==> src/rtl/uart_pkg.sv <==
// Shared UART definitions: frame width, idle line level and FSM state encoding.
// Used by both the receiver and the transmitter on the same link.
package uart_pkg;

  localparam int unsigned DATA_W    = 8;
  localparam logic        LINE_IDLE = 1'b1;

  typedef enum logic [2:0] {
    StIdle,
    StStart,
    StData,
    StParity,
    StStop,
    StWaitHigh
  } uart_state_e;

endpackage

==> src/rtl/uart_sync.sv <==
// Multi-flop synchronizer for the asynchronous serial line.
// It resets to the idle line level, so a reset never looks like a start bit.
module uart_sync
  import uart_pkg::*;
#(
  parameter int unsigned SYNC_STAGES = 2
) (
  input  logic CLK,
  input  logic RST,
  input  logic rx_async,
  output logic rx_sync
);

  logic [SYNC_STAGES-1:0] sync_q;

  always_ff @(posedge CLK or posedge RST) begin
    if (RST) begin
      sync_q <= {SYNC_STAGES{LINE_IDLE}};
    end else begin
      sync_q <= {sync_q[SYNC_STAGES-2:0], rx_async};
    end
  end

  assign rx_sync = sync_q[SYNC_STAGES-1];

endmodule

==> src/rtl/uart_rx.sv <==
// 8N1 UART receiver: mid-bit sampling with a hold-until-acknowledged VALID handshake.
// Defining UART_RX_PARITY_EN switches the frame to 8E1 and enables PARITY_ERR.
module uart_rx
  import uart_pkg::*;
#(
  parameter int unsigned CLKS_PER_BIT = 16,
  parameter int unsigned SYNC_STAGES  = 2
) (
  input  logic              CLK,
  input  logic              RST,
  input  logic              RX_EN,
  input  logic              RX_IN,
  input  logic              RX_ACK,
  output logic [DATA_W-1:0] RX_OUT,
  output logic              VALID,
  output logic              BUSY,
  output logic              FRAME_ERR,
  output logic              OVERRUN,
  output logic              PARITY_ERR
);

  localparam int unsigned HALF  = CLKS_PER_BIT / 2;
  localparam int unsigned CNT_W = $clog2(CLKS_PER_BIT);
  localparam logic [CNT_W-1:0] CntHalf = CNT_W'(HALF - 1);
  localparam logic [CNT_W-1:0] CntLast = CNT_W'(CLKS_PER_BIT - 1);

  logic rx_s;

  uart_sync #(
    .SYNC_STAGES(SYNC_STAGES)
  ) u_sync (
    .CLK     (CLK),
    .RST     (RST),
    .rx_async(RX_IN),
    .rx_sync (rx_s)
  );

  uart_state_e       state_q, state_d;
  logic [CNT_W-1:0]  cnt_q, cnt_d;
  logic [2:0]        bit_idx_q, bit_idx_d;
  logic [DATA_W-1:0] shift_q, shift_d;
  logic [DATA_W-1:0] rx_out_q, rx_out_d;
  logic              valid_q, valid_d;
  logic              frame_err_q, frame_err_d;
  logic              overrun_q, overrun_d;
`ifdef UART_RX_PARITY_EN
  logic              par_bad_q, par_bad_d;
  logic              par_err_q, par_err_d;
`endif

  always_comb begin
    state_d     = state_q;
    cnt_d       = (cnt_q == CntLast) ? '0 : cnt_q + 1'b1;
    bit_idx_d   = bit_idx_q;
    shift_d     = shift_q;
    rx_out_d    = rx_out_q;
    valid_d     = valid_q;
    frame_err_d = 1'b0;
    overrun_d   = 1'b0;
`ifdef UART_RX_PARITY_EN
    par_bad_d   = par_bad_q;
    par_err_d   = 1'b0;
`endif

    if (valid_q && RX_ACK) begin
      valid_d = 1'b0;
    end

    unique case (state_q)
      StIdle: begin
        if (RX_EN && (rx_s != LINE_IDLE)) begin
          state_d = StStart;
        end
      end
      StStart: begin
        bit_idx_d = '0;
        if (!RX_EN) begin
          state_d = StIdle;
        end else if (cnt_q == CntHalf) begin
          // A start bit that is high again at mid-bit was only a glitch.
          state_d = (rx_s == LINE_IDLE) ? StIdle : StData;
        end
      end
      StData: begin
        if (!RX_EN) begin
          state_d = StIdle;
        end else if (cnt_q == CntLast) begin
          shift_d[bit_idx_q] = rx_s;
          bit_idx_d          = bit_idx_q + 3'd1;
          if (bit_idx_q == 3'(DATA_W - 1)) begin
`ifdef UART_RX_PARITY_EN
            state_d = StParity;
`else
            state_d = StStop;
`endif
          end
        end
      end
`ifdef UART_RX_PARITY_EN
      StParity: begin
        if (!RX_EN) begin
          state_d = StIdle;
        end else if (cnt_q == CntLast) begin
          par_bad_d = rx_s ^ (^shift_q);
          state_d   = StStop;
        end
      end
`endif
      StStop: begin
        if (!RX_EN) begin
          state_d = StIdle;
        end else if (cnt_q == CntLast) begin
`ifdef UART_RX_PARITY_EN
          par_err_d = par_bad_q;
`endif
          if (rx_s == LINE_IDLE) begin
            // An ACK in this same cycle frees the slot, so no overrun.
            rx_out_d  = shift_q;
            valid_d   = 1'b1;
            overrun_d = valid_q && !RX_ACK;
            state_d   = StIdle;
          end else begin
            frame_err_d = 1'b1;
            state_d     = StWaitHigh;
          end
        end
      end
      StWaitHigh: begin
        if (rx_s == LINE_IDLE) begin
          state_d = StIdle;
        end
      end
      default: state_d = StIdle;
    endcase

    if (state_d != state_q) begin
      cnt_d = '0;
    end
  end

  always_ff @(posedge CLK or posedge RST) begin
    if (RST) begin
      state_q     <= StIdle;
      cnt_q       <= '0;
      bit_idx_q   <= '0;
      shift_q     <= '0;
      rx_out_q    <= '0;
      valid_q     <= 1'b0;
      frame_err_q <= 1'b0;
      overrun_q   <= 1'b0;
`ifdef UART_RX_PARITY_EN
      par_bad_q   <= 1'b0;
      par_err_q   <= 1'b0;
`endif
    end else begin
      state_q     <= state_d;
      cnt_q       <= cnt_d;
      bit_idx_q   <= bit_idx_d;
      shift_q     <= shift_d;
      rx_out_q    <= rx_out_d;
      valid_q     <= valid_d;
      frame_err_q <= frame_err_d;
      overrun_q   <= overrun_d;
`ifdef UART_RX_PARITY_EN
      par_bad_q   <= par_bad_d;
      par_err_q   <= par_err_d;
`endif
    end
  end

  assign RX_OUT    = rx_out_q;
  assign VALID     = valid_q;
  assign FRAME_ERR = frame_err_q;
  assign OVERRUN   = overrun_q;
  assign BUSY      = (state_q == StStart) || (state_q == StData) ||
                     (state_q == StParity) || (state_q == StStop);
`ifdef UART_RX_PARITY_EN
  assign PARITY_ERR = par_err_q;
`else
  assign PARITY_ERR = 1'b0;
`endif

endmodule

==> config.mk <==
export PLATFORM = sky130hd
export DESIGN_NAME = uart_rx
export DESIGN_NICKNAME = d
export VERILOG_FILES = /design/src/rtl/uart_pkg.sv /design/src/rtl/uart_sync.sv /design/src/rtl/uart_rx.sv
export SDC_FILE = /design/constraint.sdc
export NUM_CORES = 1
export LEC_CHECK = 0
export ABC_AREA = 1
export CORE_ASPECT_RATIO = 1.1
export CORE_MARGIN = 3
export CORE_UTILIZATION = 45
export CTS_BUF_LIST = sky130_fd_sc_hd__clkbuf_2
export CTS_CLUSTER_DIAMETER = 150
export DETAILED_ROUTE_END_ITERATION = 10
export GPL_ROUTABILITY_DRIVEN = 1
export PLACE_DENSITY = 0.65
export SLEW_MARGIN = 25
export SYNTH_ARGS = -nofsm -noshare
export SYNTH_HDL_FRONTEND = slang
export SYNTH_SLANG_ARGS = --single-unit
==> constraint.sdc <==
create_clock -name CLK -period 3.05 [get_ports CLK]
set_input_delay 0.305 -clock CLK [delete_from_list [all_inputs] [get_ports CLK]]
set_output_delay 0.305 -clock CLK [all_outputs]
set_load 0.02 [all_outputs]
After elaboration in Yosys (flattened, before gate mapping). Cells that the tools add are included.

Bits in registers: 31. Bits in latches: 0. RAM bits: 0. ROM bits: 0. Input bits: 5. Word-level logic and storage cells: 71. Memories: 0.

$add $sub $neg: 2. $mul: 0. Div/mod/pow operators: 0. Magnitude comparators: 2. Equal/unequal tests: 11. Shift operators: 0. Multiplexer cells: 33. Bitwise logic cells: 1. Reduce and logical (&&, ||, !) cells: 13.

Operator list (number): $mux W3 (12); $pmux W3 S5 (1); $mux W1 (14); $eq A3 B3 Y1 const B (3); $bwmux W8 (1); $mux W4 (2); $eq A3 B2 Y1 const B (2); $pmux W3 S2 (1); $reduce_and A3 Y1 (2); $add A4 B1 Y4 const B (1); $eq A4 B3 Y1 const B (1); $eq A4 B4 Y1 const B (1); $logic_and A1 B1 Y1 (4); $lt A3 B4 Y1 const B (1); $ne A2 B2 Y1 const B (2); $reduce_and A4 Y1 (1); $add A3 B1 Y3 const B (1); $demux W1 S3 (1); $eq A3 B1 Y1 const B (1); $ge A3 B1 Y1 const B (1); $logic_not A3 Y1 (1); $logic_or A1 B1 Y1 (3); $ne A3 B3 Y1 (1); $mux W2 (1); other kinds (3) (3).

Depth between registers and ports, before layout.
Word-level depth: 7. Depth in mapped cells: 11. Gate-level depth less buffers: 10.

Modules after synthesis. A second synthesis with hierarchy kept.

Cell total of the unflattened synthesis: 165. Area total of the unflattened synthesis: 1502.7 sq um.

By module, submodules not included: uart_rx (times used 1, cells an instance 162, area each 1446.4 sq um); uart_sync (times used 1, cells an instance 3, area each 56.3 sq um).

Worst setup path after synthesis. No wires, ideal clock.

Path kind: register to register. Start point: reg cnt_q[0]. End point: reg rx_out_q[1] (netlist: RX_OUT[1]). Library setup time: 125 ps. Data arrival time: 1340 ps. Setup slack: 1585 ps. Stages on the path, launching flop included: 7. Buffers on the path: 1. Period minus slack after synthesis: 1465 ps. Path through: dfrtp_1 ha_1 nand3_2 inv_1 nand3_2 buf_6 mux2_4.

Longest elaborated chain between the ends: 2.

RTL lines: from (decl) (RTL line uart_rx.sv:39) `logic [CNT_W-1:0] cnt_q, cnt_d;`; from (signal assigned) (RTL line uart_rx.sv:157) `cnt_q <= cnt_d;`; $eq A4 B4 Y1 (RTL line uart_rx.sv:112) `end else if (cnt_q == CntLast) begin`; $reduce_and A4 Y1 (no line); to (signal assigned) (RTL line uart_rx.sv:160) `rx_out_q <= rx_out_d;`; to (decl) (RTL line uart_rx.sv:42) `logic [DATA_W-1:0] rx_out_q, rx_out_d;`.

No other way between the ends. A chain may end at the register's enable or synchronous reset.

Final worst setup path.
Start point: reg state_q[0]. End point: out BUSY.

Longest elaborated chain between the ends: 4.

RTL lines: from (decl) (RTL line uart_rx.sv:38) `uart_state_e state_q, state_d;`; from (signal assigned) (RTL line uart_rx.sv:143) `state_q <= StIdle;`; from (signal assigned) (RTL line uart_rx.sv:156) `state_q <= state_d;`; $eq A3 B1 Y1 / $eq A3 B2 Y1 (equally long branches) (RTL line uart_rx.sv:175) `assign BUSY = (state_q == StStart) || (state_q == StData) ||`; $logic_or A1 B1 Y1 (2 in a row) (RTL line uart_rx.sv:175); $logic_or A1 B1 Y1 * (RTL line uart_rx.sv:176) `(state_q == StParity) || (state_q == StStop);`; to (decl) (RTL line uart_rx.sv:16) `output logic BUSY,`.

Mark *: on every way between the ends. The rest lies on a longest branch, timed or not.

==> summary.txt <==
worst r2r src -> cnt_q[0]
final worst-path cycle share -> 67.3%
DRT Wirelength -> 2550 um
# IOs -> 18
DRT antenna net count -> 0
area of the multi-input gates -> 577 sq um
Post-layout nets -> 185
sequential cell area -> 778 sq um
leakage -> 0.848 nW
DIE WIDTH -> 60.4 um
CP arrival -> 1.75 ns
CP startpoint -> state_q[0]
layout cells sized above 1 -> 15.7%
vias in the first global route -> 1092
Root Buffer -> clkbuf_2
fmax -> 487 MHz
fin area -> 1710 sq um
Main synth FF type -> dfrtp_1
Area contributors post-synth -> dfrtp_1 50%, nand2_1 7.2%, inv_1 5.1%
Final Setup Violations -> 0
sequential fraction of the synthesis area -> 53.2%
row cnt -> 21
GRT overflow -> 0
CTS Buf Count -> 5
cell area after synthesis -> 1460 sq um
crit path capture type -> output pin
leading area contributor after synthesis -> dfrtp_1
Hold/Removal Path Class -> in2async
count leader, synth -> dfrtp_1
dpl cell area -> 1640 sq um
#FFs+latches synth -> 31
Pwr Total -> 0.806 mW
TritonCTS clock tree -> done
DRT Pass-1 Iters -> 4
RSZ-0062 raised after global routing -> false
r2r worst-path depth -> 5
Placer Congestion -> 0.842
Via Count -> 1071
setup tns final -> 0 ns
Yosys cell types -> 28
Avg Vias per Cell -> 5.05
Area growth syn-to-layout -> 16.7%
Tmin final -> 2.05 ns
Post-route DRC -> 0
largest net degree at the start of global routing -> 32
number of fill cells in the layout -> 268
Mapped Nets -> 164
Post-Syn Area per Cell -> 9.38 sq um
clock buffer depth -> 2
Inst Count DP -> 204
PortBufs -> 16
# hold bufs at CTS -> 0
Max VDD drop -> 282 uV
die area -> 3970 sq um
initial drt markers -> 29
Final Non-Filler Cells -> 212
GRT Util Overall -> 15.7%
Die Ht -> 65.8 um
H-tree depth -> 2
status -> complete, no violations
asr flop ratio synth -> 100%
worst skew pair latency -> 0.36 ns
most frequent cells after synthesis -> 29 x dfrtp_1, 28 x nand2_1, 20 x inv_1
Clock Pin Slew Worst Setup and Hold Paths -> 0.16 ns
power per cell area -> 472 nW/um^2
Ant. Diodes -> 0
synth warn -> 0
Crit path required time -> 2.74 ns
WS Path Type -> reg2out
final hold vios -> 0
initial core utilization -> 47.6%
post-CTS sizing -> 0
max cap viols -> 0
Worst Path Max Fanout -> 8
Core ar. -> 3070 sq um
global-route wire length before repair -> 4550 um
Post-Route Skew -> 0.0127 ns
Slew Viols, Final -> 0
DR WL/cell -> 12.0 um
clock net sink count -> 31
number of flops mapped to enable cells by yosys -> 0
initial antenna violation count -> 0
Cells after Synth -> 156
hold slack -> 0.296 ns
crit start category -> flop
post-DP HPWL -> 1920 um
Yosys top cell area share -> 49.6%
Post-CTS Repair Setup Buffers -> 0
[cell usage in the layout (no fill, tap or decap)]
cell type / count
dfrtp_1: 29
nand2_1: 28
inv_1: 20
nor2_1: 16
clkdlybuf4s50_1: 16
nand3_1: 14
o21ai_0: 11
clkbuf_2: 5
a21oi_1: 4
mux2_4: 4
nand3_2: 3
nor2_2: 3
ha_1: 3
nor2_4: 2
mux2_2: 2
dfstp_2: 2
inv_2: 1
o21ai_1: 1
o21ai_2: 1
o21bai_1: 1
nand3b_1: 1
nand2_2: 1
nand4_1: 1
xnor2_1: 1
or2_2: 1
xor2_1: 1
nor4_1: 1
conb_1: 1
bufinv_16: 1
clkinv_2: 1
clkinv_1: 1
buf_4: 1
[metal layers]
layer	part of all wire (%)	vias to the layer above	global-route usage, %
li1	-	544	-
met1	46	498	18.4
met2	48	27	25.1
met3	5.3	2	5.47
met4	0.71	0	7.76
met5	0	-	0
[power breakdown]
group	internal, mW	switching (mW)	total [mW]
clock	0.135	0.140	0.275
combinational	0.0345	0.0480	0.0825
sequential	0.429	0.0193	0.449
total	0.599	0.207	0.806
[cell families (layout without fill, tap and decap cells)]
group           Yosys count  in the layout  synth area share, %
simple gates             71             71                 23.2
fa+ha+maj                 3              3                 2.56
mux                       6              6                 5.64
other cells               1              1                0.256
buf+inv                  24             46                 7.44
xor+xnor                  2              2                 1.20
compound gates           18             18                 6.58
flops                    31             31                 53.2
[final timing paths]
check                                   endpoint  slack (ns)
worst max register to register         RX_OUT[2]        1.32
worst min-delay path                  state_q[1]        0.30
worst max-delay path                        BUSY         1.0
max in group asynchronous       u_sync.sync_q[0]        2.43
min in group CLK                u_sync.sync_q[0]        0.34
worst min register to register  u_sync.sync_q[1]        0.37
[registers in the layout, summed over array words and instances (netlist names)]
register and cells:
shift_q 8, state_q 3, u_sync.sync_q 2, cnt_q 4, RX_OUT 8, bit_idx_q 3
FRAME_ERR 1, VALID 1, OVERRUN 1
[per-stage QoR]
stage | util (%) | setup slack (ns)
after floorplan | - | 1.58
after global placement | 53.5 | 1.24
after detailed placement | 53.5 | 1.21
after CTS | 55.6 | 0.954
after global routing | 55.6 | 0.858
final | 55.6 | 0.999
[critical path: stages, from the launching register on]
cell and delay (ns):
dfrtp_1 0.50, nor2_2 0.15, nand2_2 0.08, nand2_1 0.08, clkdlybuf4s50_1 0.60
[layout make-up]
| cell class | instances | share of cell area (%) |
|---|---|---|
| Tap cell | 34 | 2.49 |
| Clock inverter | 3 | 2.27 |
| Inverter | 21 | 4.62 |
| Timing Repair Buffer | 17 | 9.82 |
| Multi-Input combinational cell | 101 | 33.8 |
| Sequential cell | 31 | 45.6 |
| Clock buffer | 5 | 1.47 |
Power figures use the tool's default switching activity.
